[src/rtl/memory_controller_pkg.sv]
// rtl/memory_controller_pkg.sv - shared encodings and helpers for the memory controller
package memory_controller_pkg;

  localparam logic TRUE  = 1'b1;
  localparam logic FALSE = 1'b0;

  localparam logic [2:0] F3_B  = 3'b000;
  localparam logic [2:0] F3_H  = 3'b001;
  localparam logic [2:0] F3_W  = 3'b010;
  localparam logic [2:0] F3_BU = 3'b100;
  localparam logic [2:0] F3_HU = 3'b101;

  localparam logic [31:0] IO_ADDR_BASE_DEF = 32'h0003_0000;
  localparam int unsigned IO_WINDOW        = 8;

  typedef enum logic [1:0] {ST_IDLE, ST_READ, ST_WRITE, ST_DONE} state_e;
  typedef enum logic [1:0] {CL_STORE, CL_LOAD, CL_FETCH} client_e;

  function automatic logic [2:0] byte_count(input logic [2:0] funct3);
    case (funct3[1:0])
      2'b00:   return 3'd1;
      2'b01:   return 3'd2;
      default: return 3'd4;
    endcase
  endfunction

endpackage

[src/rtl/memory_controller_load_extend.sv]
// rtl/memory_controller_load_extend.sv - sign/zero extension of an assembled load word
module mem_load_extend
  import memory_controller_pkg::*;
(
  input  logic [2:0]  funct3,
  input  logic [31:0] raw,
  output logic [31:0] data
);

  always_comb begin
    data = raw;
    case (funct3)
      F3_B:    data = {{24{raw[7]}}, raw[7:0]};
      F3_H:    data = {{16{raw[15]}}, raw[15:0]};
      F3_BU:   data = {24'h0, raw[7:0]};
      F3_HU:   data = {16'h0, raw[15:0]};
      default: data = raw;
    endcase
  end

endmodule

[src/rtl/memory_controller.sv]
// rtl/memory_controller.sv - byte-serial RAM/IO bus owner for store, load and fetch clients
module memory_controller
  import memory_controller_pkg::*;
#(
  parameter int ADDR_WIDTH = 32,
  parameter logic [ADDR_WIDTH-1:0] IO_ADDR_BASE = IO_ADDR_BASE_DEF
) (
  input  logic                  clk_in,
  input  logic                  rst_in,
  input  logic                  rdy_in,
  input  logic                  roll_back,
  input  logic                  io_buffer_full,
  input  logic [7:0]            mem_din,
  output logic [7:0]            mem_dout,
  output logic [ADDR_WIDTH-1:0] mem_a,
  output logic                  mem_wr,
  input  logic                  lsb_store,
  input  logic [ADDR_WIDTH-1:0] store_address,
  input  logic [31:0]           data_store,
  input  logic [2:0]            op_type_store,
  output logic                  finish_store,
  input  logic                  lsb_load,
  input  logic [ADDR_WIDTH-1:0] load_address,
  input  logic [2:0]            op_type_load,
  output logic                  finish_load,
  output logic [31:0]           data_load,
  input  logic                  if_req,
  input  logic [ADDR_WIDTH-1:0] if_addr,
  output logic                  if_done,
  output logic [31:0]           if_data
);

  state_e                  state_q, state_d;
  client_e                 client_q, client_d;
  logic [2:0]              k_q, k_d;
  logic [ADDR_WIDTH-1:0]   base_q, base_d;
  logic [2:0]              f3_q, f3_d;
  logic [31:0]             word_q, word_d;
  logic [ADDR_WIDTH-1:0]   mem_a_q, mem_a_d;
  logic [7:0]              mem_dout_q, mem_dout_d;
  logic                    mem_wr_q, mem_wr_d;
  logic                    fin_st_q, fin_st_d;
  logic                    fin_ld_q, fin_ld_d;
  logic                    if_done_q, if_done_d;
  logic [31:0]             data_load_q, data_load_d;
  logic [31:0]             if_data_q, if_data_d;

  logic [2:0]              n_bytes;
  logic [ADDR_WIDTH-1:0]   cur_addr;
  logic [1:0]              cap_idx;
  logic [31:0]             word_cap;
  logic [31:0]             ext_data;

  function automatic logic io_hold(input logic full, input logic [ADDR_WIDTH-1:0] a);
    return full && ((a - IO_ADDR_BASE) < ADDR_WIDTH'(IO_WINDOW));
  endfunction

  assign n_bytes  = byte_count(f3_q);
  assign cur_addr = base_q + ADDR_WIDTH'(k_q);
  // In READ, k runs one ahead of the byte landing on mem_din.
  assign cap_idx  = 2'(k_q - 3'd1);

  always_comb begin
    word_cap = word_q;
    word_cap[{cap_idx, 3'b000} +: 8] = mem_din;
  end

  mem_load_extend u_ext (
    .funct3 (f3_q),
    .raw    (word_cap),
    .data   (ext_data)
  );

  always_comb begin
    state_d     = state_q;
    client_d    = client_q;
    k_d         = k_q;
    base_d      = base_q;
    f3_d        = f3_q;
    word_d      = word_q;
    mem_a_d     = mem_a_q;
    mem_dout_d  = mem_dout_q;
    mem_wr_d    = mem_wr_q;
    fin_st_d    = fin_st_q;
    fin_ld_d    = fin_ld_q;
    if_done_d   = if_done_q;
    data_load_d = data_load_q;
    if_data_d   = if_data_q;

    if (rdy_in) begin
      mem_wr_d  = FALSE;
      fin_st_d  = FALSE;
      fin_ld_d  = FALSE;
      if_done_d = FALSE;

      case (state_q)
        ST_IDLE: begin
          if (!roll_back) begin
            if (lsb_store) begin
              state_d  = ST_WRITE;
              client_d = CL_STORE;
              base_d   = store_address;
              f3_d     = op_type_store;
              word_d   = data_store;
              mem_a_d  = store_address;
              if (io_hold(io_buffer_full, store_address)) begin
                k_d = 3'd0;
              end else begin
                mem_wr_d   = TRUE;
                mem_dout_d = data_store[7:0];
                k_d        = 3'd1;
              end
            end else if (lsb_load) begin
              state_d  = ST_READ;
              client_d = CL_LOAD;
              base_d   = load_address;
              f3_d     = op_type_load;
              word_d   = '0;
              k_d      = 3'd0;
            end else if (if_req) begin
              state_d  = ST_READ;
              client_d = CL_FETCH;
              base_d   = if_addr;
              f3_d     = F3_W;
              word_d   = '0;
              k_d      = 3'd0;
            end
          end
        end

        ST_WRITE: begin
          if (k_q == n_bytes) begin
            fin_st_d = TRUE;
            state_d  = ST_DONE;
          end else begin
            mem_a_d = cur_addr;
            if (!io_hold(io_buffer_full, cur_addr)) begin
              mem_wr_d   = TRUE;
              mem_dout_d = word_q[{k_q[1:0], 3'b000} +: 8];
              k_d        = k_q + 3'd1;
            end
          end
        end

        ST_READ: begin
          if (roll_back) begin
            state_d = ST_IDLE;
          end else begin
            if (k_q < n_bytes) mem_a_d = cur_addr;
            if (k_q != 3'd0) word_d = word_cap;
            if (k_q == n_bytes) begin
              state_d = ST_DONE;
              if (client_q == CL_LOAD) begin
                fin_ld_d    = TRUE;
                data_load_d = ext_data;
              end else begin
                if_done_d = TRUE;
                if_data_d = word_cap;
              end
            end else begin
              k_d = k_q + 3'd1;
            end
          end
        end

        default: state_d = ST_IDLE;
      endcase
    end
  end

  always_ff @(posedge clk_in or posedge rst_in) begin
    if (rst_in) begin
      state_q     <= ST_IDLE;
      client_q    <= CL_LOAD;
      k_q         <= '0;
      base_q      <= '0;
      f3_q        <= '0;
      word_q      <= '0;
      mem_a_q     <= '0;
      mem_dout_q  <= '0;
      mem_wr_q    <= 1'b0;
      fin_st_q    <= 1'b0;
      fin_ld_q    <= 1'b0;
      if_done_q   <= 1'b0;
      data_load_q <= '0;
      if_data_q   <= '0;
    end else begin
      state_q     <= state_d;
      client_q    <= client_d;
      k_q         <= k_d;
      base_q      <= base_d;
      f3_q        <= f3_d;
      word_q      <= word_d;
      mem_a_q     <= mem_a_d;
      mem_dout_q  <= mem_dout_d;
      mem_wr_q    <= mem_wr_d;
      fin_st_q    <= fin_st_d;
      fin_ld_q    <= fin_ld_d;
      if_done_q   <= if_done_d;
      data_load_q <= data_load_d;
      if_data_q   <= if_data_d;
    end
  end

  assign mem_a        = mem_a_q;
  assign mem_dout     = mem_dout_q;
  assign mem_wr       = mem_wr_q;
  assign finish_store = fin_st_q;
  assign finish_load  = fin_ld_q;
  assign if_done      = if_done_q;
  assign data_load    = data_load_q;
  assign if_data      = if_data_q;

endmodule

[config.mk]
export PLATFORM = sky130hd
export DESIGN_NAME = memory_controller
export DESIGN_NICKNAME = d
export VERILOG_FILES = /design/src/rtl/memory_controller_pkg.sv /design/src/rtl/memory_controller_load_extend.sv /design/src/rtl/memory_controller.sv
export SDC_FILE = /design/constraint.sdc
export NUM_CORES = 1
export LEC_CHECK = 0
export CAP_MARGIN = 20
export CORE_AREA = 3 3 166 168
export DETAILED_ROUTE_END_ITERATION = 12
export DIE_AREA = 0 0 169 171
export PLACE_DENSITY = 0.73
export SLEW_MARGIN = 5
export SYNTH_ARGS = -nofsm -noshare
export SYNTH_HDL_FRONTEND = slang
export SYNTH_SLANG_ARGS = --single-unit
[constraint.sdc]
create_clock -name clk_in -period 7.2 [get_ports clk_in]
set_clock_uncertainty 0.15 [all_clocks]
set_input_delay 0.72 -clock clk_in [delete_from_list [all_inputs] [get_ports clk_in]]
set_output_delay 0.72 -clock clk_in [all_outputs]
set_load 0.01 [all_outputs]
# Word-level counts from Yosys, hierarchy flattened

Cells that the tools add are included.

Output and inout port bits: 108
Input port bits: 150
Register bits after elaboration: 182

Add/sub/neg operators: 6
Shift-type cells: 3
Bitwise gates (word level): 2
Equality and inequality tests: 18
Magnitude comparators: 3
Reductions and logical operators: 18
Mux-type cells: 64

Operator list:

| kind                   | number |
|---|---|
| $mux 32                | 14 |
| $pmux 32 s4            | 1 |
| $pmux 32 s3            | 1 |
| $lt 32x4->1 const B    | 2 |
| $pmux 32 s2            | 1 |
| $sub 32x18->32 const B | 2 |
| $mux 8                 | 5 |
| $mux 3                 | 11 |
| $add 32x3->32          | 1 |
| $bwmux 32              | 1 |
| $shift 8x7->32 const A | 1 |
| $shiftx 32x6->8        | 1 |
| $shiftx 8x7->32        | 1 |
| $mux 2                 | 9 |
| $ne 2x2->1 const B     | 9 |
| $mux 1                 | 16 |
| $pmux 8 s2             | 1 |
| $reduce_and 7->1       | 2 |
| $reduce_and 5->1       | 2 |
| $pmux 3 s3             | 1 |
| $reduce_bool 3->1      | 3 |
| $reduce_and 8->1       | 1 |
| $neg 5->7              | 1 |
| $eq 2x1->1 const B     | 3 |
| other kinds (19)       | 24 |

# Longest topological paths before layout

Gate-level depths: netlist of the first run.

Depth in word-level cells: 7
Gate-level depth with buffers: 11

# Hierarchy

From an unflattened synthesis of the first run, not the netlist that was laid out.

Cells, all modules: 1185
Area, all modules: 10671.5 µm²

By module, submodules not included:

| module            | sequential area each (µm²) | times used | cells an instance | area an instance (µm²) |
|---|---|---|---|---|
| memory_controller | 4555.6                     | 1          | 1118              | 10316.1 |
| mem_load_extend   | 0.0                        | 1          | 67                | 355.3 |

# Worst setup path before layout of the first run

No wires, ideal clock.

Path type: reg-to-reg
From: register base_q[8]
To: register k_q[2]
Cell stages (with the launch flop): 10
Required time: 6930 ps
Arrival time: 2952 ps
Path slack: 3977 ps
Library setup time: 120 ps
Cell sequence: dfrtp_1 > buf_2 > nand3_1 > nor4_1 > and4_1 > mux2_2 > a2111oi_4 > nand4_1 > and2_4 > a41o_1

Cells in the longest elaborated chain, start to end: 6

Ends and longest elaborated chain:

| what                       | line                     | source |
|---|---|---|
| from (decl)                | memory_controller.sv:36  | `logic [ADDR_WIDTH-1:0] base_q, base_d;` |
| from (signal assigned)     | memory_controller.sv:191 | `base_q <= base_d;` |
| $add 32x3->32              | memory_controller.sv:59  | `assign cur_addr = base_q + ADDR_WIDTH'(k_q);` |
| $sub 32x18->32             | memory_controller.sv:55  | `return full && ((a - IO_ADDR_BASE) < ADDR_WIDTH'(IO_WINDOW));` |
| $lt 32x4->1                | memory_controller.sv:55  |  |
| $logic_and 1x1->1          | memory_controller.sv:55  |  |
| $ne 2x2->1 (no line)       | --                       |  |
| $reduce_and 8->1 (no line) | --                       |  |
| to (signal assigned)       | memory_controller.sv:190 | `k_q <= k_d;` |
| to (decl)                  | memory_controller.sv:35  | `logic [2:0] k_q, k_d;` |

Every way passes these cells.
A chain may end at the register's enable or synchronous reset.

# Worst setup path in the final report of the first run

From: register k_q[0]
To: register mem_dout_q[6] (netlist: mem_dout[6])

Cells in the longest elaborated chain, start to end: 6
Elaborated cells between the ends (all ways): 12

Ends and longest elaborated chain:

| what                       | line                     | source |
|---|---|---|
| $add 32x3->32              | memory_controller.sv:59  |  |
| $sub 32x18->32             | memory_controller.sv:55  |  |
| $lt 32x4->1                | memory_controller.sv:55  |  |
| $logic_and 1x1->1          | memory_controller.sv:55  |  |
| $ne 2x2->1 (no line)       | --                       |  |
| $reduce_and 7->1 (no line) | --                       |  |
| to (signal assigned)       | memory_controller.sv:195 | `mem_dout_q <= mem_dout_d;` |
| to (decl)                  | memory_controller.sv:40  | `logic [7:0] mem_dout_q, mem_dout_d;` |

Several ways; a longest one is shown, not always the timed one. The select of a mux whose other input is x is not followed.

==> flow_summary.toml, run 1 <==
[clock_network]
htree_num_levels = 4
ctsHoldBuffers = 0
postCtsSetupRepairBufs = 0
cts.clk_slew.worst_paths_ns = 0.07
cts_buffers = 17
clockBufferDepth = 2
cts_sinks = 182
post_cts_resized = 0
cts_tree = "built"
clkLatencyLatePin_ns = 0.45
cts_root_buf = "clkbuf_16"

[power]
p_per_area_nw_per_um2 = 396.9
p_comb_share_pct = 47.6
clockPowerShare_pct = 17.3
intPower_w = 0.003119
vdd_drop_max_mv = 0.2113
p_sw_share_pct = 42.90
p_seq_share_pct = 35.1
p_leak_nw = 5.832
power.switching_w = 0.002343

[global_routing]
grt_pass1_wl_mm = 52.71
grt_most_used_layer = "met2"
track_usage_pct = 22.98
grt_max_degree = 74
grt_util_met2_pct = 38.82
antenna_found_initial = 2
grt_pass1_vias = 9539
grtUsageMet1_pct = 30.24
grtUsageMet3_pct = 4.852
overflow = 0

[final_layout]
nFillCells = 2418
finalNonFillerCells = 1759
drive_gt1_share_pct = 6.746
areaGrowthSynthToFinish_pct = 32.53
nets = 1577
seqCellArea_sq_um = 4556
multiInputGateArea_sq_um = 5405
fin_area_sq_um = 13760

[timing]
finalCriticalPeriod_ns = 4.310
worstMarginPinSlew_ns = 1.036
drv_slew = 0
hold_violations = 0
final-setup-viol-count = 0
slew_headroom_pct = 30.92
fin_setup_tns_ns = 0
period_share_pct = 59.86
fmax_mhz = 232.0
rsz0062_at_grt = "no"

[worst_setup_path]
critPathLaunchType = "register"
cp_max_fo = 18
end_kind = "register"
crit_arrival_ns = 4.48
cp.required_ns = 7.37
crit_type = "register to register"

[place]
gp_congestion = 0.9127
hpwlAfterDp_mm = 24.85
placed_cell_area_sq_um = 13150
place_inst = 1724
io_buffer_count = 257

[yosys]
syn-num-nets = 1374
syn_area_per_cell_sq_um = 8.605
seq_area_frac_synth_pct = 43.86
synth_edf_count = 0
synth_cell_types = 63
synth-async-reset-ratio_pct = 100.0
synth_area_sq_um = 10390
syn_inst = 1207
synth_top_flop_cell = "dfrtp_1"
ys_seq_elements = 182
ys_warn_count = 0

[worst_hold_path]
hold_path_class = "register to register"

[floorplan]
die_h_microns = 171
initial_core_util_pct = 39.86
dieArea_sq_um = 28900
coreArea_sq_um = 26060
ioPinCount = 258
fp-row-count = 59
die_w_microns = 169

[drt]
drt-wirelength-per-cell_microns = 19.06
drt-total-wl_mm = 33.53
first_iter_violations = 917
vias = 9604
drc = 0
antenna_left = 0
viasPerCell = 5.460
firstDrtPassIters = 5

[flow_run]
timing.max_cap.violations = 0

[outcome]
status = "finished, final reports clean"
cells in the mapped netlist (10+ instances only):
| cell | instances | area (sq um) |
|---|---|---|
| dfrtp_1 | 181 | 4529 |
| a21oi_1 | 169 | 845.8 |
| nor2_1 | 153 | 574.3 |
| nand2_1 | 148 | 555.5 |
| o21ai_0 | 103 | 515.5 |
| clkbuf_1 | 69 | 259.0 |
| mux2i_1 | 48 | 480.5 |
| nor2b_1 | 36 | 225.2 |
| inv_1 | 27 | 101.4 |
| xnor2_1 | 19 | 166.4 |
| a22oi_1 | 18 | 135.1 |
| mux2_2 | 17 | 191.4 |
| ha_1 | 16 | 200.2 |
| nand3_1 | 16 | 80.08 |
| nand4_1 | 14 | 87.58 |
| nor3_1 | 14 | 70.07 |
| nor4_1 | 14 | 87.58 |
| buf_1 | 12 | 45.04 |
| xor2_1 | 12 | 105.1 |
| and2_1 | 10 | 62.56 |
| o22a_1 | 10 | 87.58 |
worst max-delay path, cell delays in order (launching register included):
cell      delay (ns)
dfrtp_1         0.67
ha_1            0.40
fa_1            0.44
a21o_1          0.28
a211o_1         0.32
a211oi_1        0.26
nand4_1         0.14
nor4_1          0.49
nand3_1         0.61
mux2i_1         0.36
nand2_1         0.08
cell families (layout without fill, tap and decap cells):
logic type / count (synthesis) / in the layout / synth area share (%)
and+or+nand+nor: 454 / 454 / 20.66
AOI/OAI and AO/OA: 334 / 334 / 18.06
DFF: 182 / 182 / 43.86
buffers and inverters: 115 / 331 / 4.325
muxes: 73 / 73 / 8.204
xor gates and xnor gates: 32 / 32 / 2.771
adders and majority gates: 17 / 17 / 2.120
other: 0 / 1 / 0
final timing paths:
kind | startpoint | endpoint | slack (ns) | cells past startpoint
setup / recovery | k_q[0] | mem_dout[6] | 2.89 | 10
hold / removal | mem_a[26] | mem_a[26] | 0.33 | 2
setup reg to reg | k_q[0] | mem_dout[6] | 2.89 | 10
hold reg to reg | mem_a[26] | mem_a[26] | 0.33 | 2
max in group asynchronous | rst_in | base_q[19] | 4.91 | 3
min in group asynchronous | rst_in | if_data[9] | 0.58 | 2
per-stage QoR:
step	worst slack [ns]	utilization, %	power [W]	hold WS [ns]
after CTS	2.892	52.71	0.005481	0.3358
after global routing	2.498	52.81	0.005876	0.3469
after global placement	3.045	50.45	0.004447	0.3123
final	2.890	52.82	0.005462	0.3289
after detailed placement	2.938	50.45	0.004518	0.3202
after floorplan	1.388	-	0.003428	0.2992
area by class of cell:
| type | count | share of cell area, % |
|---|---|---|
| sequential | 182 | 33.10 |
| clock buffer | 18 | 3.118 |
| tap | 335 | 3.045 |
| inverter | 27 | 0.7727 |
| antenna | 1 | 0.01818 |
| clock inverter | 14 | 1.154 |
| multi-input combinational | 910 | 39.27 |
| timing repair buffer | 272 | 19.53 |
cells in the final DEF, fill, tap and decap left out, types with 10 or more instances in the layout:
master / count
clkdlybuf4s50_1: 255
dfrtp_1: 181
a21oi_1: 169
nor2_1: 151
nand2_1: 148
o21ai_0: 103
mux2i_1: 48
nor2b_1: 36
inv_1: 26
xnor2_1: 19
a22oi_1: 18
mux2_2: 17
clkbuf_16: 17
nand3_1: 16
ha_1: 16
nand4_1: 14
nor3_1: 14
nor4_1: 14
buf_4: 14
xor2_1: 12
and2_1: 10
o22a_1: 10
power groups by stage:
stage / logic, W / clock network [W] / registers, W
after floorplan: 0.00163 / 0 / 0.00179
after global placement: 0.00254 / 0 / 0.00191
after detailed placement: 0.00260 / 0 / 0.00192
after CTS: 0.00261 / 0.000962 / 0.00191
after global routing: 0.00289 / 0.000999 / 0.00198
final: 0.00260 / 0.000945 / 0.00192
layer usage:
layer / vias to the layer above / part of all wire, %
met5: - / 0.039
met4: 2 / 2.0
met3: 49 / 7.8
met2: 418 / 48
met1: 4525 / 42
li1: 4610 / -
flip-flops by register name (all words and copies together) (netlist names), 2 cells and up:
signal and flops:
word_q 32, mem_a 32, client_q 2, f3_q 3
mem_dout 8, if_data 32, state_q 2, base_q 32
data_load 32, k_q 3
Note: power is estimated with default switching activity, not from simulation.
==> run 2, diff against run 1 <==
==> constraint.sdc (replaced) <==
create_clock -name clk_in -period 4.4 [get_ports clk_in]
set_clock_uncertainty 0.15 [all_clocks]
set_input_delay 0.44 -clock clk_in [delete_from_list [all_inputs] [get_ports clk_in]]
set_output_delay 0.44 -clock clk_in [all_outputs]
set_load 0.01 [all_outputs]
==> run 2 against run 1 <==
Combinational power is 68% higher. Global-route usage increased by 0.29 points. Largest power group unchanged. Worst setup slack lost 2.3 ns. Cell area increased by 0.43%. Critical endpoint is now mem_dout[4]. Die area unchanged. Largest cell class unchanged.
==> flow_summary.toml, run 2 (same netlist as run 1, synthesis figures left out) <==
[outcome]
status = "finished, final reports clean"

[floorplan]
fp-row-count = 59
dieArea_sq_um = 28900
ioPinCount = 258
coreArea_sq_um = 26060
die_h_microns = 171
initial_core_util_pct = 39.86
die_w_microns = 169

[power]
p_leak_nw = 5.862
p_comb_share_pct = 48.5
p_per_area_nw_per_um2 = 651.7
clockPowerShare_pct = 17.4
p_sw_share_pct = 43.58
intPower_w = 0.005083
power.switching_w = 0.003926
p_seq_share_pct = 34.2
vdd_drop_max_mv = 0.4110

[place]
gp_congestion = 0.9382
hpwlAfterDp_mm = 25.37
io_buffer_count = 257

[worst_setup_path]
max_stage_delay_ns = 0.61
crit_arrival_ns = 4.02
cp-startpoint = "k_q[0]"
cp_top_family = "simple AND/OR/NAND/NOR gates"
crit_type = "register to register"
cp.required_ns = 4.58
cp_num_cells = 10
cp_max_fo = 9
critPathLaunchType = "register"
crit_chain = "ha_1 > fa_1 > a21o_1 > a211o_1 > a211oi_1 > nand4_1 > nor4_1 > nand3_1 > mux2i_1 > nand2_1"
end_kind = "register"
timing.critical_path.buf_inv = 0
timing.rr.start = "k_q[0]"
worstRegToRegCells = 10
cp_slowest_cell = "nand3_1"

[timing]
final-setup-viol-count = 0
worstMarginPinSlew_ns = 1.016
finalCriticalPeriod_ns = 3.841
fin_setup_tns_ns = 0
drv_slew = 0
rsz0062_at_grt = "no"
fmax_mhz = 260.3
hold_violations = 0
period_share_pct = 87.31
hold_slack_ns = 0.3308
slew_headroom_pct = 32.18

[clock_network]
htree_num_levels = 4
postCtsSetupRepairBufs = 0
ctsHoldBuffers = 0
cts_sinks = 182
cts.clk_slew.worst_paths_ns = 0.08
clockBufferDepth = 2
cts_tree = "built"
clkLatencyLatePin_ns = 0.45
cts_root_buf = "clkbuf_16"
cts_buffers = 17
post_cts_resized = 0

[final_layout]
final_common_cell = "clkdlybuf4s50_1"
drive_gt1_share_pct = 7.208
areaGrowthSynthToFinish_pct = 33.09
nFillCells = 2449
final_cell_mix = "clkdlybuf4s50_1, dfrtp_1, a21oi_1"
nets = 1583

[flow_run]
timing.max_cap.violations = 0

[drt]
drc = 0
antenna_left = 0
drt-wirelength-per-cell_microns = 19.26
first_iter_violations = 1000
drt-total-wl_mm = 34.00
vias = 9718
viasPerCell = 5.506
firstDrtPassIters = 6

[global_routing]
grtUsageMet1_pct = 30.47
grt_util_met2_pct = 39.05
grt_max_degree = 88
grt_most_used_layer = "met2"
grt_pass1_vias = 9525
antenna_found_initial = 0
track_usage_pct = 23.27
overflow = 0
grtUsageMet3_pct = 4.506
grt_pass1_wl_mm = 53.07

[worst_hold_path]
worstHoldStart = "mem_a[22]"
hold_path_class = "register to register"
worstHoldPathCells = 2
-- run 2: path summary, 6_finish.rpt --
check                      slack (ns)      endpoint
setup reg to reg                 0.56   mem_dout[4]
max in group asynchronous        2.75    base_q[16]
min in group asynchronous        0.38  data_load[3]
hold reg to reg                  0.33     mem_a[22]
hold / removal                   0.33     mem_a[22]
setup / recovery                 0.56   mem_dout[4]
-- run 2: cell type report --
type	instances	area (sq um)	area share [%]
Antenna cell	1	2.502	0.01810
Clock buffer	17	425.4	3.077
Clock inverter	15	177.7	1.285
Inverter	27	105.1	0.7603
Multi-Input combinational cell	910	5405	39.10
Sequential cell	182	4556	32.96
Tap cell	335	419.2	3.032
Timing Repair Buffer	278	2733	19.77
-- run 2: tightest hold or removal path: stages, from the launching register on --
cell,delay (ns)
dfrtp_1,0.35
nand2_1,0.04
o21ai_0,0.06
-- run 2: per-stage QoR --
step	util (%)	std cells	setup slack (ns)	instance area, sq um	power [W]
after global routing	53.04	1764	0.2437	13820	0.009671
after detailed placement	50.72	1732	0.6264	13220	0.007441
after floorplan	-	1207	1.177	10390	0.005609
after global placement	50.72	1732	0.7029	13220	0.007339
final	53.05	1765	0.5586	13820	0.009009
after CTS	53.04	1764	0.5908	13820	0.009036
-- run 2: layer usage --
metal / routed length, microns / share of wire (%) / vias up
met5: 0 / 0 / -
met4: 882 / 2.6 / 0
met3: 2562 / 7.5 / 52
met2: 16350 / 48 / 437
met1: 14200 / 42 / 4608
li1: - / - / 4621
-- run 2: power groups by stage --
stage / Combinational (W) / Clock, W / Sequential, W
after floorplan: 0.00267 / 0 / 0.00294
after global placement: 0.00428 / 0 / 0.00306
after detailed placement: 0.00436 / 0 / 0.00308
after CTS: 0.00438 / 0.00160 / 0.00306
after global routing: 0.00484 / 0.00167 / 0.00317
final: 0.00437 / 0.00157 / 0.00308
==> run 3, diff against run 2 <==
--- a/config.mk
+++ b/config.mk
@@ -7,6 +7,7 @@
 export LEC_CHECK = 0
 export CAP_MARGIN = 20
 export CORE_AREA = 3 3 166 168
+export CTS_BUF_LIST = sky130_fd_sc_hd__clkbuf_4 sky130_fd_sc_hd__clkbuf_8 sky130_fd_sc_hd__clkbuf_16
 export DETAILED_ROUTE_END_ITERATION = 12
 export DIE_AREA = 0 0 169 171
 export PLACE_DENSITY = 0.73
==> results of run 3 <==
The final DEF is identical to that of run 2; final timing and power are the same.
